## src/rtl/instr_fetch_queue.sv

```systemverilog
// Decoupled instruction fetch front end: sequential address generator, single-outstanding
// instruction-memory handshake and a DEPTH-entry FIFO presenting {pc, pc+4, instr} to IF/ID.
module instr_fetch_queue #(
  parameter int unsigned DEPTH    = 4,
  parameter logic [31:0] RESET_PC = 32'h0000_0000
) (
  input  logic                   clk_i,
  input  logic                   rst_i,
  input  logic                   stall_i,
  input  logic                   redirect_i,
  input  logic [31:0]            redirect_pc_i,
  output logic                   imem_req_o,
  output logic [31:0]            imem_addr_o,
  input  logic                   imem_ack_i,
  input  logic [31:0]            imem_data_i,
  output logic                   instr_valid_o,
  output logic [31:0]            instr_o,
  output logic [31:0]            pc_o,
  output logic [31:0]            pc_plus_four_o,
  output logic [$clog2(DEPTH):0] count_o
);

  localparam int unsigned PW = $clog2(DEPTH);
  localparam int unsigned CW = PW + 1;
  localparam logic [CW-1:0] FULL = CW'(DEPTH);

  typedef enum logic [1:0] {
    S_IDLE,
    S_WAIT,
    S_DROP
  } state_e;

  state_e          state_q, state_d;
  logic [CW-1:0]   count_q, count_d;
  logic [PW-1:0]   rd_ptr_q, rd_ptr_d;
  logic [PW-1:0]   wr_ptr_q, wr_ptr_d;
  logic [31:0]     fetch_pc_q, fetch_pc_d;
  logic [31:0]     req_addr_q, req_addr_d;
  logic [31:0]     pc_mem_q    [DEPTH];
  logic [31:0]     pc_mem_d    [DEPTH];
  logic [31:0]     instr_mem_q [DEPTH];
  logic [31:0]     instr_mem_d [DEPTH];

  logic            valid;
  logic            pop;
  logic            push;
  logic            can_issue;
  logic            req;
  logic [31:0]     addr;

  // Outputs are forced quiet while reset is held, even before the first reset edge.
  assign valid     = rst_i & (count_q != '0);
  assign pop       = valid & ~stall_i & ~redirect_i;
  assign can_issue = (count_q < FULL) | ((count_q == FULL) & pop);

  always_comb begin
    state_d    = state_q;
    req        = 1'b0;
    addr       = fetch_pc_q;
    push       = 1'b0;
    fetch_pc_d = fetch_pc_q;
    req_addr_d = req_addr_q;
    case (state_q)
      S_IDLE: begin
        req = can_issue & ~redirect_i;
        if (req) begin
          req_addr_d = fetch_pc_q;
          if (imem_ack_i) push = 1'b1;
          else            state_d = S_WAIT;
        end
      end
      S_WAIT: begin
        req  = 1'b1;
        addr = req_addr_q;
        if (imem_ack_i) begin
          push    = ~redirect_i;
          state_d = S_IDLE;
        end else if (redirect_i) begin
          state_d = S_DROP;
        end
      end
      S_DROP: begin
        // The memory may not be abandoned mid-request; keep asking for the stale word.
        req  = 1'b1;
        addr = req_addr_q;
        if (imem_ack_i) state_d = S_IDLE;
      end
      default: state_d = S_IDLE;
    endcase
    if (push)       fetch_pc_d = fetch_pc_q + 32'd4;
    if (redirect_i) fetch_pc_d = redirect_pc_i;
  end

  always_comb begin
    count_d     = count_q;
    rd_ptr_d    = rd_ptr_q;
    wr_ptr_d    = wr_ptr_q;
    pc_mem_d    = pc_mem_q;
    instr_mem_d = instr_mem_q;
    if (push) begin
      pc_mem_d[wr_ptr_q]    = addr;
      instr_mem_d[wr_ptr_q] = imem_data_i;
      wr_ptr_d              = wr_ptr_q + PW'(1);
    end
    if (pop) rd_ptr_d = rd_ptr_q + PW'(1);
    case ({push, pop})
      2'b10:   count_d = count_q + CW'(1);
      2'b01:   count_d = count_q - CW'(1);
      default: count_d = count_q;
    endcase
    if (redirect_i) begin
      count_d  = '0;
      rd_ptr_d = '0;
      wr_ptr_d = '0;
    end
  end

  always_ff @(posedge clk_i) begin
    if (!rst_i) begin
      state_q    <= S_IDLE;
      count_q    <= '0;
      rd_ptr_q   <= '0;
      wr_ptr_q   <= '0;
      fetch_pc_q <= RESET_PC;
    end else begin
      state_q    <= state_d;
      count_q    <= count_d;
      rd_ptr_q   <= rd_ptr_d;
      wr_ptr_q   <= wr_ptr_d;
      fetch_pc_q <= fetch_pc_d;
    end
  end

  // Payload storage carries no reset; validity is tracked entirely by count_q.
  always_ff @(posedge clk_i) begin
    req_addr_q  <= req_addr_d;
    pc_mem_q    <= pc_mem_d;
    instr_mem_q <= instr_mem_d;
  end

  assign imem_req_o     = rst_i & req;
  assign imem_addr_o    = addr;
  assign instr_valid_o  = valid;
  assign instr_o        = valid ? instr_mem_q[rd_ptr_q] : '0;
  assign pc_o           = valid ? pc_mem_q[rd_ptr_q] : '0;
  assign pc_plus_four_o = valid ? (pc_mem_q[rd_ptr_q] + 32'd4) : '0;
  assign count_o        = count_q;

endmodule
```

## config.mk

```make
export PLATFORM = sky130hd
export DESIGN_NAME = instr_fetch_queue
export DESIGN_NICKNAME = d
export VERILOG_FILES = /design/src/rtl/instr_fetch_queue.sv
export SDC_FILE = /design/constraint.sdc
export NUM_CORES = 1
export LEC_CHECK = 0
export BUFFER_PORTS_ARGS = -buffer_cell sky130_fd_sc_hd__buf_2
export CAP_MARGIN = 20
export CORE_ASPECT_RATIO = 2
export CORE_MARGIN = 4
export CORE_UTILIZATION = 50
export CTS_BUF_LIST = sky130_fd_sc_hd__clkbuf_8
export CTS_CLUSTER_SIZE = 12
export DETAILED_ROUTE_END_ITERATION = 10
export PLACE_DENSITY = 0.7
export SETUP_SLACK_MARGIN = 0.1
export SYNTH_ARGS = -nofsm -noshare
export SYNTH_HDL_FRONTEND = slang
export SYNTH_SLANG_ARGS = --single-unit
```

## constraint.sdc

```tcl
create_clock -name clk_i -period 4.3 [get_ports clk_i]
set_clock_uncertainty 0.2 [all_clocks]
set_input_delay 0.86 -clock clk_i [delete_from_list [all_inputs] [get_ports clk_i]]
set_output_delay 0.86 -clock clk_i [all_outputs]
set_load 0.02 [all_outputs]
```

=== Word-level counts from Yosys, hierarchy flattened ===
Index checks and enable logic that the tools add are counted.
W data, S select, Z words.

* Register bits: 329
* Input bits: 69
* Output and inout bits: 133
* Logic and storage cells: 82

* Equal/unequal tests: 9
* Bitwise logic cells: 12
* Reductions and logical operators: 9
* $add $sub $neg: 6
* Mux-type cells: 28
* Order comparisons: 4

{| class="wikitable"
|+ Operators with widths
! kind !! count
|-
| $mux W32 || 11
|-
| $bwmux W128 || 2
|-
| $bmux W32 S2 || 2
|-
| $add A32 B3 Y32 const B || 2
|-
| $demux W32 S2 || 1
|-
| $mux W2 || 5
|-
| $and A1 B1 Y1 || 6
|-
| $ge A3 B3 Y1 const B || 2
|-
| $ne A2 B2 Y1 const B || 3
|-
| $not A2 Y3 || 2
|-
| $pmux W2 S3 || 1
|-
| $pmux W3 S2 || 1
|-
| $add A2 B1 Y2 const B || 2
|-
| $eq A2 B1 Y1 const B || 2
|-
| $eq A2 B2 Y1 const B || 2
|-
| $pmux W1 S2 || 2
|-
| $reduce_and A4 Y1 || 1
|-
| $reduce_bool A2 Y1 || 2
|-
| $reduce_or A2 Y1 || 2
|-
| $add A3 B1 Y3 const B || 1
|-
| $eq A3 B3 Y1 const B || 1
|-
| $lt A3 B1 Y1 const B || 1
|-
| $lt A3 B3 Y1 const B || 1
|-
| $mux W1 || 3
|-
| other kinds (8) || 10
|}

=== Logic depth before layout (Yosys ltp) ===
* Depth after elaboration: 11
* Mapped depth: 15
* Mapped depth without buffers: 12

=== Worst setup path before layout ===
OpenSTA, ideal clock, no wires.

* Path kind: in2reg
* From: in redirect_i
* To: reg instr_mem_q[0] (netlist bit), enable pin
* Stages on the path: 9
* Data arrival time: 3.829 ns
* Library setup time: 0.429 ns
* Required time: 3.671 ns
* Path buffers: 3
* Slack: -0.158 ns
* Cells stage by stage: buf_6 -> nand2b_4 -> buf_6 -> o41ai_4 -> a21o_1 -> clkbuf_1 -> nand2_1 -> nor2_1 -> and2_1

* Cells in the longest elaborated chain, start to end: 7
* Elaborated cells between the ends (all ways): 8
* Those cells by class: mux (3); bitwise (5)

{| class="wikitable"
|+ Ends and longest elaborated chain
! item !! RTL line !! source
|-
| start: declaration || 10 || <nowiki>input logic redirect_i,</nowiki>
|-
| $not A1 Y1 * || 53, 65, 76 ||
|-
| $and A1 B1 Y1 || 53 || <nowiki>assign pop = valid & ~stall_i & ~redirect_i;</nowiki>
|-
| $and A1 B1 Y1 || 54 || <nowiki>assign can_issue = (count_q < FULL) | ((count_q == FULL) & pop);</nowiki>
|-
| $or A1 B1 Y1 || 54 ||
|-
| $and A1 B1 Y1 || 65 || <nowiki>req = can_issue & ~redirect_i;</nowiki>
|-
| $mux W1 || 66 || <nowiki>if (req) begin</nowiki>
|-
| $pmux W1 S2 * || 63 || <nowiki>case (state_q)</nowiki>
|-
| end signal: assignment || 138 || <nowiki>instr_mem_q <= instr_mem_d;</nowiki>
|-
| end: declaration || 41 || <nowiki>logic [31:0] instr_mem_q [DEPTH];</nowiki>
|}

Mark *: on every way between the ends. The rest lies on a longest branch, timed or not.
A chain may end at the register's enable or synchronous reset.

=== Worst setup path in the final report ===
* From: reg rd_ptr_q[0]
* To: out pc_plus_four_o[27]

* Cells in the longest elaborated chain, start to end: 6

{| class="wikitable"
|+ Ends and longest elaborated chain
! item !! RTL line !! source
|-
| start: declaration || 35 || <nowiki>logic [PW-1:0] rd_ptr_q, rd_ptr_d;</nowiki>
|-
| start signal: assignment || 128 || <nowiki>rd_ptr_q <= rd_ptr_d;</nowiki>
|-
| $not A2 Y3 (not written as such) || 146 || <nowiki>assign pc_plus_four_o = valid ? (pc_mem_q[rd_ptr_q] + 32'd4) : '0;</nowiki>
|-
| $bmux W32 S2 || 146 ||
|-
| $mux W32 (not written as such) (2 in series) || 146 ||
|-
| $add A32 B3 Y32 || 146 ||
|-
| $mux W32 || 146 ||
|-
| end: declaration || 19 || <nowiki>output logic [31:0] pc_plus_four_o,</nowiki>
|}

Every way passes these cells. The select of a mux whose other input is x is not followed.

==> results by group <==
Status
  • Status: completed

Place
  • HPWL after DPL: 22.22 mm
  • Placer Congestion: 0.8223
  • # port buffers: 201
  • Place WS: 411.8 ps

Floorplanning
  • Die height: 245.3 um
  • Die X: 126.7 um
  • # IOs: 202
  • Die area: 31070 um2
  • Core footprint: 27650 um2
  • Initial Util: 0.5091
  • Site Rows: 86

Worst setup path
  • Critical R2R Capture: count_o[2]
  • Worst-path cell with the longest stage delay: and3_1
  • Critical path cell sequence: buf_4 > mux4_2 > and3_1 > nand3_2 > nor4_1 > xnor2_1 > nor2_1 > buf_2
  • FF-to-FF Start: count_o[0]
  • CP peak stage delay: 410 ps
  • R2r worst-path depth: 11
  • CP Class: flop to output port
  • Worst-path fanout max: 8
  • Worst EP arrival: 2980 ps
  • CP Capture Point: pc_plus_four_o[27]
  • R2r setup slk: 1450 ps
  • CP startpoint: rd_ptr_q[0]
  • CP Launch Type: flop
  • Crit path capture type: output port
  • Worst path required time: 3240 ps

Timing
  • Final worst slack: 262.4 ps
  • Fin. max-slew vios: 0
  • Hold Vio Cnt, Final: 0
  • Achievable clock frequency: 0.2477 GHz
  • Unrepaired setup endpoints after global routing: no
  • Fin Setup TNS: 0 ps
  • Rel. slew slack: 0.5203
  • Slew @ Worst Pin: 719.5 ps
  • Final setup fails: 0
  • Final Cycle Share: 0.9390
  • Final min period: 4038 ps

GRT
  • Initial antenna violation count: 2
  • Vias in the first global route: 8848
  • First-pass GRT wire length: 49.87 mm
  • Largest net degree at the start of global routing: 61
  • Gr ovfl total: 0
  • Total GRT Usage: 0.2086

Detailed routing
  • Top routing layer in use: met4
  • M1 WL: 11.47 mm
  • Met2 routed WL: 17.87 mm
  • Via count: 8376
  • Routed Antenna Nets: 0
  • Post-route DRC: 0
  • Drt first pass iters: 4
  • Via/cell ratio: 5.565
  • Initial drt markers: 416
  • Routed len/inst: 21.30 um
  • Met3 wire length: 1.405 mm
  • Final wirelength: 32.06 mm

Cells and area
  • Synthesis-to-layout area growth: 17.26%
  • # nets final: 1200
  • Most frequent cells in the layout: edfxtp_1, buf_2, and2_1
  • Commonest non-fill, non-tap cell in the layout: edfxtp_1
  • Layout cell share with drive strength beyond 1: 0.3501

Clocking
  • CTS tree: built
  • Clk pin slew, worst setup/hold paths: 60 ps
  • Sink Count: 329
  • # H-tree levels: 2
  • Maximum buffer depth of the clock tree: 3
  • Latest clock arrival within the worst-skew pair: 550 ps
  • Root buf cell: clkbuf_8
  • CTS Buf Count: 44

Synthesis
  • YS warnings: 0
  • Seq cells post-synth: 329
  • Sequential element share of the synthesized area: 0.6725
  • Unique masters post-synth: 42
  • Share of the synthesized area in the top cell type: 0.6142
  • Area leader, netlist: edfxtp_1
  • Synth area leaders: edfxtp_1, mux4_2, dfxtp_1, and2_1, mux2_2
  • Synth Area per Inst: 15.80 um2
  • Synthesized Nets: 972
  • Mapped cell area: 14080 um2
  • Mapped Cells: 891

Min path
  • Path type of the worst min-delay path: flop to flop
  • Hold Startpoint: fetch_pc_q[0]

Flow run
  • Max-cap viol count: 0

Power and ir drop
  • Maximum vdd drop: 0.0002727 V
  • Leakage: 5.924 nW
  • PwrDens: 449.4 nW/um2
==> worst min-delay path by stage <==
stage	to	depth (start not counted)	slack, ps
2_1_floorplan	req_addr_q[7]	0	200
3_3_place_gp	req_addr_q[0]	0	260
3_5_place_dp	req_addr_q[0]	0	250
4_1_cts	req_addr_q[0]	0	270
5_1_grt	req_addr_q[31]	0	300
6_report	req_addr_q[0]	0	270
==> cells by family (layout without fill, tap and decap cells) <==
kind of cell | Yosys count | count (layout) | synth area share
buffers and inverters | 68 | 328 | 0.02186
other | 0 | 2 | 0
AND/OR/NAND/NOR | 247 | 247 | 0.09757
flip-flops | 329 | 329 | 0.6725
multiplexers | 100 | 100 | 0.1307
AO/OA/AOI/OAI | 81 | 81 | 0.03253
adder cells (fa/ha/maj) | 12 | 12 | 0.01120
XOR/XNOR | 54 | 54 | 0.03359
==> stage by stage <==
stage	cells	area [um2]	hold slack (ps)	total power, mW	utilization
after floorplan	891	14080	202.9	4.795	-
after global placement	1420	15580	258.8	5.276	0.5633
after detailed placement	1420	15580	251.4	5.308	0.5633
after CTS	1503	16470	267.9	7.498	0.5957
after global routing	1505	16510	298.3	7.750	0.5970
final	1505	16510	266.6	7.419	0.5970
==> where the power goes <==
part           leakage [nW]  internal, mW  switching, mW
sequential             3.00          3.82         0.0754
combinational          2.45         0.471          0.866
clock                 0.481          1.11           1.08
total                  5.92          5.40           2.02
==> registers in the layout, summed over array words and instances, names as in the netlist <==
signal / flops
state_q: 2
instr_mem_q: 128
rd_ptr_q: 2
fetch_pc_q: 32
pc_mem_q: 128
wr_ptr_q: 2
count_o: 3
req_addr_q: 32
==> cell usage after synthesis, drive strengths merged <==
master,count
a21o,1
a21oi,28
a31oi,7
and2,72
and3,10
and4,6
and4bb,2
buf,23
clkbuf,30
dfxtp,41
edfxtp,288
fa,1
ha,11
inv,15
mux2,31
mux2i,5
mux4,64
nand2,27
nand2b,4
nand3,26
nand4,13
nand4b,2
nor2,45
nor2b,3
nor3,7
nor3b,1
nor4,20
o211a,2
o21ai,39
o22ai,2
o31ai,1
o41ai,1
or3,7
or4,1
or4b,1
xnor2,37
xor2,17
==> critical path: cells and delay by family, from the launching register on <==
family        cells  cell delay [ps]
simple gates      4             1230
mux               1              390
buf+inv           2              340
flops             1              390
xor+xnor          1              100
==> layout make-up <==
type,count,area (um2)
tap,352,440.4
inverter,15,56.30
sequential,329,9477
antenna,2,5.005
timing repair buffer,235,1360
clock inverter,32,176.4
multi-input combinational,494,4362
fill,2188,11140
clock buffer,46,633.1
==> per-layer routing <==
layer,up-vias,global-route usage
met3,68,0.02630
met4,0,0.08907
met1,4167,0.2359
met5,-,0
li1,3880,-
met2,261,0.3900
==> repair_timing <==
item,in CTS,in global routing
cloned,1,0
hold buffers,0,0
pin swaps,0,0
resized for setup,4,7
endpoints found under the setup margin,17,8
setup buffers,4,0
No activity file was read; power rests on OpenSTA's default activity.
